===== src/rtl/trace_reg_pkg.sv =====
// Shared register map and constants for the trace match-rule register file.
// Holds the block select code, register offsets and the hit-counter width.
package trace_reg_pkg;

    // Block select code compared against reg_address[7:6]
    localparam logic [1:0] TRACE_REG_SELECT = 2'b01;

    // Register offsets within the block (reg_address[5:0])
    localparam logic [5:0] REG_RULE_SEL            = 6'h10;
    localparam logic [5:0] REG_RULE_PATTERN        = 6'h11;
    localparam logic [5:0] REG_RULE_MASK           = 6'h12;
    localparam logic [5:0] REG_RULE_COUNT          = 6'h13;
    localparam logic [5:0] REG_RULE_COMMIT         = 6'h14;
    localparam logic [5:0] REG_COUNT_CLEAR         = 6'h15;
    localparam logic [5:0] REG_STAT                = 6'h16;
    localparam logic [5:0] REG_PATTERN_ENABLE      = 6'h17;
    localparam logic [5:0] REG_PATTERN_TRIG_ENABLE = 6'h18;
    localparam logic [5:0] REG_NUM_RULES           = 6'h19;

    // Per-rule hit counter width
    localparam int TRACE_CNT_W = 16;

    // Bit positions inside REG_STAT
    localparam int STAT_OVERFLOW_BIT = 0;
    localparam int STAT_DIRTY_BIT    = 1;

endpackage


===== src/rtl/trace_sat_counter.sv =====
// Saturating up-counter with synchronous clear; clear beats increment.
// Ports: clk_i, rst_ni (async low), clr_i, inc_i, count_o[pWIDTH-1:0].
module trace_sat_counter #(
    parameter int pWIDTH = 16
) (
    input  logic              clk_i,
    input  logic              rst_ni,
    input  logic              clr_i,
    input  logic              inc_i,
    output logic [pWIDTH-1:0] count_o
);

    logic [pWIDTH-1:0] cnt_q;
    logic [pWIDTH-1:0] cnt_d;

    always_comb begin
        cnt_d = cnt_q;
        if (clr_i) begin
            cnt_d = '0;
        end else if (inc_i && (cnt_q != '1)) begin
            cnt_d = cnt_q + pWIDTH'(1);
        end
    end

    always_ff @(posedge clk_i or negedge rst_ni) begin
        if (!rst_ni) begin
            cnt_q <= '0;
        end else begin
            cnt_q <= cnt_d;
        end
    end

    assign count_o = cnt_q;

endmodule


===== src/rtl/trace_rule_regfile.sv =====
// Trace match-rule register file: shadow/active pattern, mask and enable
// registers with atomic commit, status flags and optional hit counters.
// Ports: usb_clk, reset_n (async low); register bus reg_address,
// reg_bytecnt, write_data, reg_read, reg_write, reg_addrvalid -> read_data,
// selected; I_match_hit, I_swo_cdc_overflow; O_pattern_flat, O_mask_flat,
// O_pattern_enable, O_pattern_trig_enable, O_commit.
// Build option: define TRACE_RULE_COUNTERS_EN to build the hit counters.
module trace_rule_regfile
    import trace_reg_pkg::*;
#(
    parameter int pMATCH_RULES  = 8,
    parameter int pBUFFER_SIZE  = 64,
    parameter int pBYTECNT_SIZE = 7
) (
    input  logic                                 usb_clk,
    input  logic                                 reset_n,
    input  logic [7:0]                           reg_address,
    input  logic [pBYTECNT_SIZE-1:0]             reg_bytecnt,
    input  logic [7:0]                           write_data,
    output logic [7:0]                           read_data,
    input  logic                                 reg_read,
    input  logic                                 reg_write,
    input  logic                                 reg_addrvalid,
    output logic                                 selected,
    input  logic [pMATCH_RULES-1:0]              I_match_hit,
    input  logic                                 I_swo_cdc_overflow,
    output logic [pMATCH_RULES*pBUFFER_SIZE-1:0] O_pattern_flat,
    output logic [pMATCH_RULES*pBUFFER_SIZE-1:0] O_mask_flat,
    output logic [pMATCH_RULES-1:0]              O_pattern_enable,
    output logic [pMATCH_RULES-1:0]              O_pattern_trig_enable,
    output logic                                 O_commit
);

    localparam int NR = pMATCH_RULES;
    localparam int NB = pBUFFER_SIZE / 8;

    typedef logic [NR-1:0][pBUFFER_SIZE-1:0] rule_arr_t;

    // ---------------- bus decode ----------------
    logic       sel;
    logic [5:0] off;
    logic       wr_en;
    logic       rd_en;
    logic       wr_commit;

    assign sel       = reg_addrvalid && (reg_address[7:6] == TRACE_REG_SELECT);
    assign off       = reg_address[5:0];
    assign wr_en     = sel && reg_write;
    assign rd_en     = sel && reg_read;
    assign wr_commit = wr_en && (off == REG_RULE_COMMIT);
    assign selected  = sel;

    // ---------------- state ----------------
    rule_arr_t       pat_sh_q,  pat_sh_d;
    rule_arr_t       mask_sh_q, mask_sh_d;
    rule_arr_t       pat_act_q, pat_act_d;
    rule_arr_t       mask_act_q, mask_act_d;
    logic [NR-1:0]   en_sh_q,   en_sh_d;
    logic [NR-1:0]   trig_sh_q, trig_sh_d;
    logic [NR-1:0]   en_act_q,  en_act_d;
    logic [NR-1:0]   trig_act_q, trig_act_d;
    logic [7:0]      rule_sel_q, rule_sel_d;
    logic            dirty_q,   dirty_d;
    logic            sticky_q,  sticky_d;
    logic            commit_q;
    logic [7:0]      read_data_q, read_data_d;
    logic [7:0]      rd_val;

    // ---------------- hit counters ----------------
`ifdef TRACE_RULE_COUNTERS_EN
    logic                             wr_clear;
    logic [NR-1:0][TRACE_CNT_W-1:0]   cnt;

    assign wr_clear = wr_en && (off == REG_COUNT_CLEAR);

    for (genvar r = 0; r < NR; r++) begin : g_cnt
        trace_sat_counter #(
            .pWIDTH (TRACE_CNT_W)
        ) u_cnt (
            .clk_i   (usb_clk),
            .rst_ni  (reset_n),
            .clr_i   (wr_clear),
            .inc_i   (I_match_hit[r]),
            .count_o (cnt[r])
        );
    end
`else
    logic unused_hit;
    assign unused_hit = ^I_match_hit;
`endif

    // ---------------- shadow / active next state ----------------
    always_comb begin
        pat_sh_d   = pat_sh_q;
        mask_sh_d  = mask_sh_q;
        en_sh_d    = en_sh_q;
        trig_sh_d  = trig_sh_q;
        rule_sel_d = rule_sel_q;
        dirty_d    = dirty_q;
        sticky_d   = sticky_q;

        if (wr_en) begin
            case (off)
                REG_RULE_SEL: rule_sel_d = write_data;
                REG_RULE_PATTERN, REG_RULE_MASK: begin
                    for (int r = 0; r < NR; r++) begin
                        for (int b = 0; b < NB; b++) begin
                            if (rule_sel_q == 8'(r) &&
                                reg_bytecnt == pBYTECNT_SIZE'(b)) begin
                                if (off == REG_RULE_PATTERN) begin
                                    pat_sh_d[r][b*8 +: 8] = write_data;
                                end else begin
                                    mask_sh_d[r][b*8 +: 8] = write_data;
                                end
                                dirty_d = 1'b1;
                            end
                        end
                    end
                end
                REG_PATTERN_ENABLE, REG_PATTERN_TRIG_ENABLE: begin
                    // Byte n of the register covers rules 8n..8n+7
                    for (int i = 0; i < NR; i++) begin
                        if (reg_bytecnt == pBYTECNT_SIZE'(i / 8)) begin
                            if (off == REG_PATTERN_ENABLE) begin
                                en_sh_d[i] = write_data[i % 8];
                            end else begin
                                trig_sh_d[i] = write_data[i % 8];
                            end
                            dirty_d = 1'b1;
                        end
                    end
                end
                REG_STAT: begin
                    if (write_data[STAT_OVERFLOW_BIT]) sticky_d = 1'b0;
                end
                default: ;
            endcase
        end

        if (wr_commit) dirty_d = 1'b0;
        // A new overflow pulse wins over a same-cycle clear
        if (I_swo_cdc_overflow) sticky_d = 1'b1;
    end

    // A commit cannot coincide with a shadow write, so the current
    // shadow contents are exactly what gets published.
    always_comb begin
        pat_act_d  = pat_act_q;
        mask_act_d = mask_act_q;
        en_act_d   = en_act_q;
        trig_act_d = trig_act_q;
        if (wr_commit) begin
            pat_act_d  = pat_sh_q;
            mask_act_d = mask_sh_q;
            en_act_d   = en_sh_q;
            trig_act_d = trig_sh_q;
        end
    end

    // ---------------- read mux ----------------
    always_comb begin
        rd_val = '0;
        case (off)
            REG_RULE_SEL: rd_val = rule_sel_q;
            REG_RULE_PATTERN, REG_RULE_MASK: begin
                for (int r = 0; r < NR; r++) begin
                    for (int b = 0; b < NB; b++) begin
                        if (rule_sel_q == 8'(r) &&
                            reg_bytecnt == pBYTECNT_SIZE'(b)) begin
                            if (off == REG_RULE_PATTERN) begin
                                rd_val = pat_sh_q[r][b*8 +: 8];
                            end else begin
                                rd_val = mask_sh_q[r][b*8 +: 8];
                            end
                        end
                    end
                end
            end
`ifdef TRACE_RULE_COUNTERS_EN
            REG_RULE_COUNT: begin
                for (int r = 0; r < NR; r++) begin
                    for (int b = 0; b < TRACE_CNT_W / 8; b++) begin
                        if (rule_sel_q == 8'(r) &&
                            reg_bytecnt == pBYTECNT_SIZE'(b)) begin
                            rd_val = cnt[r][b*8 +: 8];
                        end
                    end
                end
            end
`endif
            REG_STAT: begin
                rd_val[STAT_OVERFLOW_BIT] = sticky_q;
                rd_val[STAT_DIRTY_BIT]    = dirty_q;
            end
            REG_PATTERN_ENABLE, REG_PATTERN_TRIG_ENABLE: begin
                for (int i = 0; i < NR; i++) begin
                    if (reg_bytecnt == pBYTECNT_SIZE'(i / 8)) begin
                        if (off == REG_PATTERN_ENABLE) begin
                            rd_val[i % 8] = en_sh_q[i];
                        end else begin
                            rd_val[i % 8] = trig_sh_q[i];
                        end
                    end
                end
            end
            REG_NUM_RULES: rd_val = 8'(NR);
            default: ;
        endcase
    end

    assign read_data_d = rd_en ? rd_val : 8'h00;

    // ---------------- registers ----------------
    always_ff @(posedge usb_clk or negedge reset_n) begin
        if (!reset_n) begin
            pat_sh_q    <= '0;
            mask_sh_q   <= '1;
            pat_act_q   <= '0;
            mask_act_q  <= '1;
            en_sh_q     <= '0;
            trig_sh_q   <= '0;
            en_act_q    <= '0;
            trig_act_q  <= '0;
            rule_sel_q  <= '0;
            dirty_q     <= 1'b0;
            sticky_q    <= 1'b0;
            commit_q    <= 1'b0;
            read_data_q <= '0;
        end else begin
            pat_sh_q    <= pat_sh_d;
            mask_sh_q   <= mask_sh_d;
            pat_act_q   <= pat_act_d;
            mask_act_q  <= mask_act_d;
            en_sh_q     <= en_sh_d;
            trig_sh_q   <= trig_sh_d;
            en_act_q    <= en_act_d;
            trig_act_q  <= trig_act_d;
            rule_sel_q  <= rule_sel_d;
            dirty_q     <= dirty_d;
            sticky_q    <= sticky_d;
            commit_q    <= wr_commit;
            read_data_q <= read_data_d;
        end
    end

    assign O_pattern_flat        = pat_act_q;
    assign O_mask_flat           = mask_act_q;
    assign O_pattern_enable      = en_act_q;
    assign O_pattern_trig_enable = trig_act_q;
    assign O_commit              = commit_q;
    assign read_data             = read_data_q;

endmodule

===== config.mk =====
export PLATFORM = sky130hd
export DESIGN_NAME = trace_rule_regfile
export DESIGN_NICKNAME = d
export VERILOG_FILES = /design/src/rtl/trace_reg_pkg.sv /design/src/rtl/trace_sat_counter.sv /design/src/rtl/trace_rule_regfile.sv
export SDC_FILE = /design/constraint.sdc
export NUM_CORES = 2
export LEC_CHECK = 0
export ABC_CLOCK_PERIOD_IN_PS = 3100
export CAP_MARGIN = 0
export CORE_MARGIN = 2
export CORE_UTILIZATION = 25
export DETAILED_ROUTE_END_ITERATION = 8
export HOLD_SLACK_MARGIN = 0.02
export MAX_ROUTING_LAYER = met4
export PLACE_DENSITY = 0.46
export SKIP_LAST_GASP = 1
export SLEW_MARGIN = 20
export SYNTH_ARGS = -nofsm -noshare
export SYNTH_HDL_FRONTEND = slang
export SYNTH_SLANG_ARGS = --single-unit

===== constraint.sdc =====
create_clock -name usb_clk -period 3.1 [get_ports usb_clk]
set_clock_uncertainty 0.15 [all_clocks]
set_input_delay 0.62 -clock usb_clk [delete_from_list [all_inputs] [get_ports usb_clk]]
set_output_delay 0.62 -clock usb_clk [all_outputs]
set_load 0.1 [all_outputs]

Word level (Yosys, flattened, before mapping)
Index checks and enable logic that the tools add are counted.
W data, S select, Z words.
{ "totals": {"reg_bits": 2099, "in_bits": 37, "out_inout_bits": 1050} }
{ "op_classes": {"n_eq_ne": 25, "muxes": 219, "bitwise": 2, "reduce_logical": 210} }
{ "ops": {"columns": ["cell", "n"], "rows": [
  ["$mux W8", 129],
  ["$reduce_and A4 Y1", 131],
  ["$mux W1", 87],
  ["$logic_and A1 B1 Y1", 68],
  ["$ne A66 B66 Y1 const B", 1],
  ["$eq A6 B5 Y1 const B", 8],
  ["$eq A8 B3 Y1 const B", 4],
  ["$eq A7 B3 Y1 const B", 4],
  ["$pmux W6 S4", 1],
  ["$eq A8 B2 Y1 const B", 2],
  ["$eq A7 B2 Y1 const B", 2],
  ["$eq A8 B1 Y1 const B", 1],
  ["$logic_not A8 Y1", 1],
  ["$pmux W2 S4", 1],
  ["$reduce_bool A2 Y1", 4],
  ["$eq A7 B1 Y1 const B", 1],
  ["$logic_not A7 Y1", 1],
  ["$reduce_or A2 Y1", 2],
  ["$ne A3 B3 Y1 const B", 1],
  ["$reduce_and A3 Y1", 1],
  ["$reduce_bool A3 Y1", 1],
  ["$eq A2 B1 Y1 const B", 1],
  ["$not A1 Y1", 2],
  ["$pmux W1 S2", 1],
  ["$reduce_and A2 Y1", 1]
]} }

Longest topological paths before layout
{ "logic_depth": {"word_depth": 69, "mapped_depth": 16, "mapped_depth_nobuf": 10} }

Worst setup path after synthesis
Ideal clock, no wire load.
{ "synth_path": {"path_kind": "input to register", "startpoint": "in reg_addrvalid", "endpoint": "reg mask_sh_q[320] (netlist bit)", "setup_time_ns": 0.082, "t_arrival_ns": 3.825, "setup_slack_ns": -0.957, "cell_stages": 10, "n_path_buf": 3, "cell_sequence": "nand2_1 > nor2_1 > and2_1 > clkbuf_1 > nand2b_1 > nor3b_1 > clkbuf_1 > clkbuf_1 > nand2_1 > mux2_2"} }
{ "synth_between": {"elab_chain_len": 3} }
{ "synth_lines": {"columns": ["item", "line", "text"], "rows": [
  ["start, declared", "trace_rule_regfile.sv:23", "input logic reg_addrvalid,"],
  ["$logic_and A1 B1 Y1", "trace_rule_regfile.sv:46", "assign sel = reg_addrvalid && (reg_address[7:6] == TRACE_REG_SELECT);"],
  ["named net selected", "trace_rule_regfile.sv:24", "output logic selected,"],
  ["$logic_and A1 B1 Y1", "trace_rule_regfile.sv:48", "assign wr_en = sel && reg_write;"],
  ["$reduce_and A4 Y1 (no line)", null, null],
  ["end signal, assigned", "trace_rule_regfile.sv:231", "mask_sh_q <= mask_sh_d;"],
  ["end, declared", "trace_rule_regfile.sv:55", "rule_arr_t mask_sh_q, mask_sh_d;"]
]} }
The timed path passes the listed nets, and every way through them passes these cells.
A chain may end at the register's enable or synchronous reset.

Worst setup path in the final report
{ "layout_path": {"startpoint": "reg rule_sel_q[4]", "endpoint": "reg read_data_q[6] (netlist: read_data[6])"} }
{ "layout_between": {"elab_chain_len": 68, "word_cells_on_any_way": 138, "cone_classes": "eq/ne: 7; mux: 66; reduce/logical: 65"} }
{ "layout_lines": {"columns": ["item", "line", "text"], "rows": [
  ["start, declared", "trace_rule_regfile.sv:62", "logic [7:0] rule_sel_q, rule_sel_d;"],
  ["start signal, assigned", "trace_rule_regfile.sv:238", "rule_sel_q <= rule_sel_d;"],
  ["$logic_not A8 Y1", "trace_rule_regfile.sv:168", "if (rule_sel_q == 8'(r) &&"],
  ["$logic_and A1 B1 Y1", "trace_rule_regfile.sv:168", null],
  ["$mux W8 (63 in a row)", "trace_rule_regfile.sv:168", null],
  ["$mux W8 *", "trace_rule_regfile.sv:168", null],
  ["$pmux W6 S4 *", "trace_rule_regfile.sv:163", "case (off)"],
  ["$mux W8 *", "trace_rule_regfile.sv:211", "assign read_data_d = rd_en ? rd_val : 8'h00;"],
  ["named net read_data_d[6]", "trace_rule_regfile.sv:66", "logic [7:0] read_data_q, read_data_d;"],
  ["end signal, assigned", "trace_rule_regfile.sv:242", "read_data_q <= read_data_d;"],
  ["end, declared", "trace_rule_regfile.sv:66", null]
]} }
The timed path passes the listed nets; every way through them passes the cells marked *.

==> results.sh <==
export IMPL_rsz0062_at_grt="yes"
export IMPL_crit_buf_inv=6
export IMPL_worstHoldEndpoint="mask_sh_q[157]"
export IMPL_synth_edf_count=0
export IMPL_yosysUniqueCellTypes=67
export IMPL_yosys_area_top_type="dfstp_2"
export IMPL_fin_util_pct=34.6
export IMPL_grt_util_all_layers_pct=24.4
export IMPL_drc_errors=0
export IMPL_drt_wl_total_mm=448
export IMPL_crit_type="reg2reg"
export IMPL_start_util_pct=25.1
export IMPL_core_sq_um=362000
export IMPL_synthesis_area_sq_um=90700
export IMPL_ys_seq_area_share_pct=59.3
export IMPL_postSynthCellCount=8811
export IMPL_drt_pass1_iter_count=6
export IMPL_synth_ff_latch_count=2099
export IMPL_cts_tree="done"
export IMPL_drive_above_1_share_pct=45.2
export IMPL_drtIter0Drc=5548
export IMPL_grt_pass1_vias=77100
export IMPL_syn_avg_cell_area_sq_um=10.3
export IMPL_path_delay_family="compound AO/OA/AOI/OAI gates"
export IMPL_cp_max_fo=8
export IMPL_clk_pin_slew_ns=0.07
export IMPL_syn_to_final_growth_pct=37.9
export IMPL_ys_top_cells_by_area="dfstp_2 30%, dfrtp_1 30%, nand2_1 16%, mux2_2 13%, mux2i_1 2.3%"
export IMPL_synthesis_nets=8848
export IMPL_slew_headroom_pct=39.7
export IMPL_setup_ws_ns=-0.721
export IMPL_fin_nets=10800
export IMPL_yosys_warnings=0
export IMPL_wl_per_cell_microns=28.4
export IMPL_die_w_microns=606
export IMPL_cap_violations=0
export IMPL_grt_pass1_wl_mm=618
export IMPL_yosysTopAreaCellShare_pct=29.7
export IMPL_vias=75100
export IMPL_cpMaxStageDelayCell="or4_4"
export IMPL_synthArstFlopShare_pct=100
export IMPL_gr_total_overflow=0
export IMPL_viasPerCell=4.76
export IMPL_clkSinkCount=2099
export IMPL_critPathMostFrequentCell="buf_4"
export IMPL_hp_class="in2reg"
export IMPL_dp_hpwl_mm=350
export IMPL_r2r_setup_slack_ns=-0.72
export IMPL_rr_startpoint="rule_sel_q[4]"
export IMPL_period_needed_ns=3.82
export IMPL_hold_start="write_data[5]"
export IMPL_ant_nets=0
export IMPL_hold_viol=0
export IMPL_rows=221
export IMPL_setup_viol=113
export IMPL_grt_max_degree=125
export IMPL_multiInputGateArea_sq_um=36800
export IMPL_clockBufferDepth=4
export IMPL_port_buffers=1078
export IMPL_routabilityCongestion=0.920
export IMPL_status="complete, but fails checks"
export IMPL_power_density_nw_per_um2=480
export IMPL_clock_tree_root_cell="clkbuf_16"
export IMPL_die_area_sq_um=368000
export IMPL_finalCritPeriodShare_pct=123
export IMPL_cp_start_kind="flip-flop"
export IMPL_total_power_w=0.0601
export IMPL_r2r_end="read_data[6]"
export IMPL_required_ns=3.79
export IMPL_fp_dieH_microns=606
export IMPL_p_leak_nw=60.9
export IMPL_cp_end_kind="flip-flop"
export IMPL_nFillCells=36900
export IMPL_critPathMaxStageDelay_ns=0.63
export IMPL_worst_ir_drop_vdd_mv=0.515
export IMPL_antenna_found_initial=15
export IMPL_yosys_top_cells_count="3,894 x nand2_1, 1,075 x dfrtp_1, 1,048 x mux2_2, 1,024 x dfstp_2, 400 x clkbuf_1"
export IMPL_synth_most_common_cell="nand2_1"
export IMPL_violations="negative setup slack"
export IMPL_io_pins=1087
export IMPL_ys_flop_type="dfrtp_1"
export IMPL_tightest_slew_ns=0.901
export IMPL_regArea_sq_um=53800
export IMPL_finalMaxSlewViolations=0
export IMPL_htreeDepth=4
export IMPL_min_path_cells=2
export IMPL_clock_latency_ns=0.96
export IMPL_max_freq_ghz=0.262
export IMPL_rr_worst_depth=14
export IMPL_cts_buffers=242
export IMPL_crit_arrival_ns=4.52
export IMPL_cp_cell_sequence="or4_4, buf_4, nor4_4, buf_12, buf_12, nand2_2, buf_4, buf_4, a21oi_2, nor4_2, a2111oi_4, buf_6, o41ai_4, a221o_1"
==> stage by stage <==
stage          std cells  hold WS (ns)  worst slack [ns]  setup TNS, ns  area, sq um
2_1_floorplan       8811         0.174            -0.194         -17.08        90900
3_3_place_gp       15300         0.292             -3.27       -1475.91       114000
3_5_place_dp       15300         0.295             -3.24       -1521.39       114000
4_1_cts            15800        0.0325            -0.713          -7.96       124000
5_1_grt            15800        0.0686            -0.786         -20.77       125000
6_report           15800        0.0915            -0.721         -13.94       125000
==> report_power, final <==
group	switching [W]	total (W)	internal (W)	leakage [nW]
clock network	0.0126	0.0309	0.0183	4.16
logic	0.00130	0.00170	0.000392	31.2
registers	0.00000332	0.0275	0.0275	25.6
total	0.0139	0.0601	0.0462	60.9
==> layout make-up <==
type / count / area share, %
Sequential cell: 2099 / 43.0
Multi-Input combinational cell: 6203 / 29.4
Timing Repair Buffer: 2223 / 15.9
Clock buffer: 352 / 5.56
Tap cell: 4794 / 4.79
Clock inverter: 107 / 1.28
Antenna cell: 7 / 0.0140
Inverter: 2 / 0.00600
==> registers in the layout (all words and copies together), names as in the netlist <==
| register | flops |
|---|---|
| O_pattern_flat | 512 |
| rule_sel_q | 8 |
| dirty_q | 1 |
| read_data | 8 |
| O_pattern_enable | 8 |
| pat_sh_q | 512 |
| en_sh_q | 8 |
| trig_sh_q | 8 |
| sticky_q | 1 |
| O_pattern_trig_enable | 8 |
| O_mask_flat | 512 |
| mask_sh_q | 512 |
| O_commit | 1 |
==> layout by cell type (no fill, tap or decap), drive strengths merged, types with 16 or more instances in the layout <==
| cell | count |
|---|---|
| a31oi | 57 |
| nand2 | 3903 |
| o221ai | 39 |
| a21oi | 184 |
| nor3 | 32 |
| mux2 | 1048 |
| a32oi | 25 |
| clkinv | 55 |
| nand2b | 23 |
| clkbuf | 353 |
| a221o | 16 |
| o22ai | 45 |
| nor4 | 24 |
| o211ai | 25 |
| mux2i | 213 |
| nand3 | 95 |
| dfrtp | 1075 |
| buf | 2200 |
| dfstp | 1024 |
| o21ai | 68 |
| a221oi | 21 |
| o2111ai | 25 |
| bufinv | 32 |
| nand4 | 26 |
| nor2 | 210 |
==> how the worst max path moves through the flow <==
stage / start / end / slack, ns / cells past startpoint
after global placement: reg_bytecnt[3] / read_data[1] / -3.27 / 19
after global routing: rule_sel_q[7] / read_data[6] / -0.79 / 14
after detailed placement: reg_bytecnt[3] / read_data[1] / -3.24 / 19
final: rule_sel_q[4] / read_data[6] / -0.72 / 14
after floorplan: reg_bytecnt[3] / read_data[0] / -0.19 / 12
after CTS: rule_sel_q[4] / read_data[0] / -0.71 / 15
==> routing by layer <==
layer / share of wire [%] / GRT usage (%)
met5: 0 / -
met4: 5.2 / 10.6
met3: 5.6 / 3.97
met2: 47 / 39.3
met1: 42 / 30.2
==> timing repair <==
item	in CTS	in global routing
hold buffers	4	0
buffers inserted	40	15
pin swaps	70	56
gates resized for setup	313	148
gates cloned	1	1
hold endpoints to repair	236	0
setup endpoints to repair	704	225
==> cells by family after synthesis <==
| family | synth area share (%) |
|---|---|
| simple gates | 18.7 |
| flops | 59.3 |
| mux | 15.4 |
| compound gates | 4.32 |
| buf+inv | 2.31 |
| xor+xnor | 0.00966 |
No activity file was read; power rests on OpenSTA's default activity.
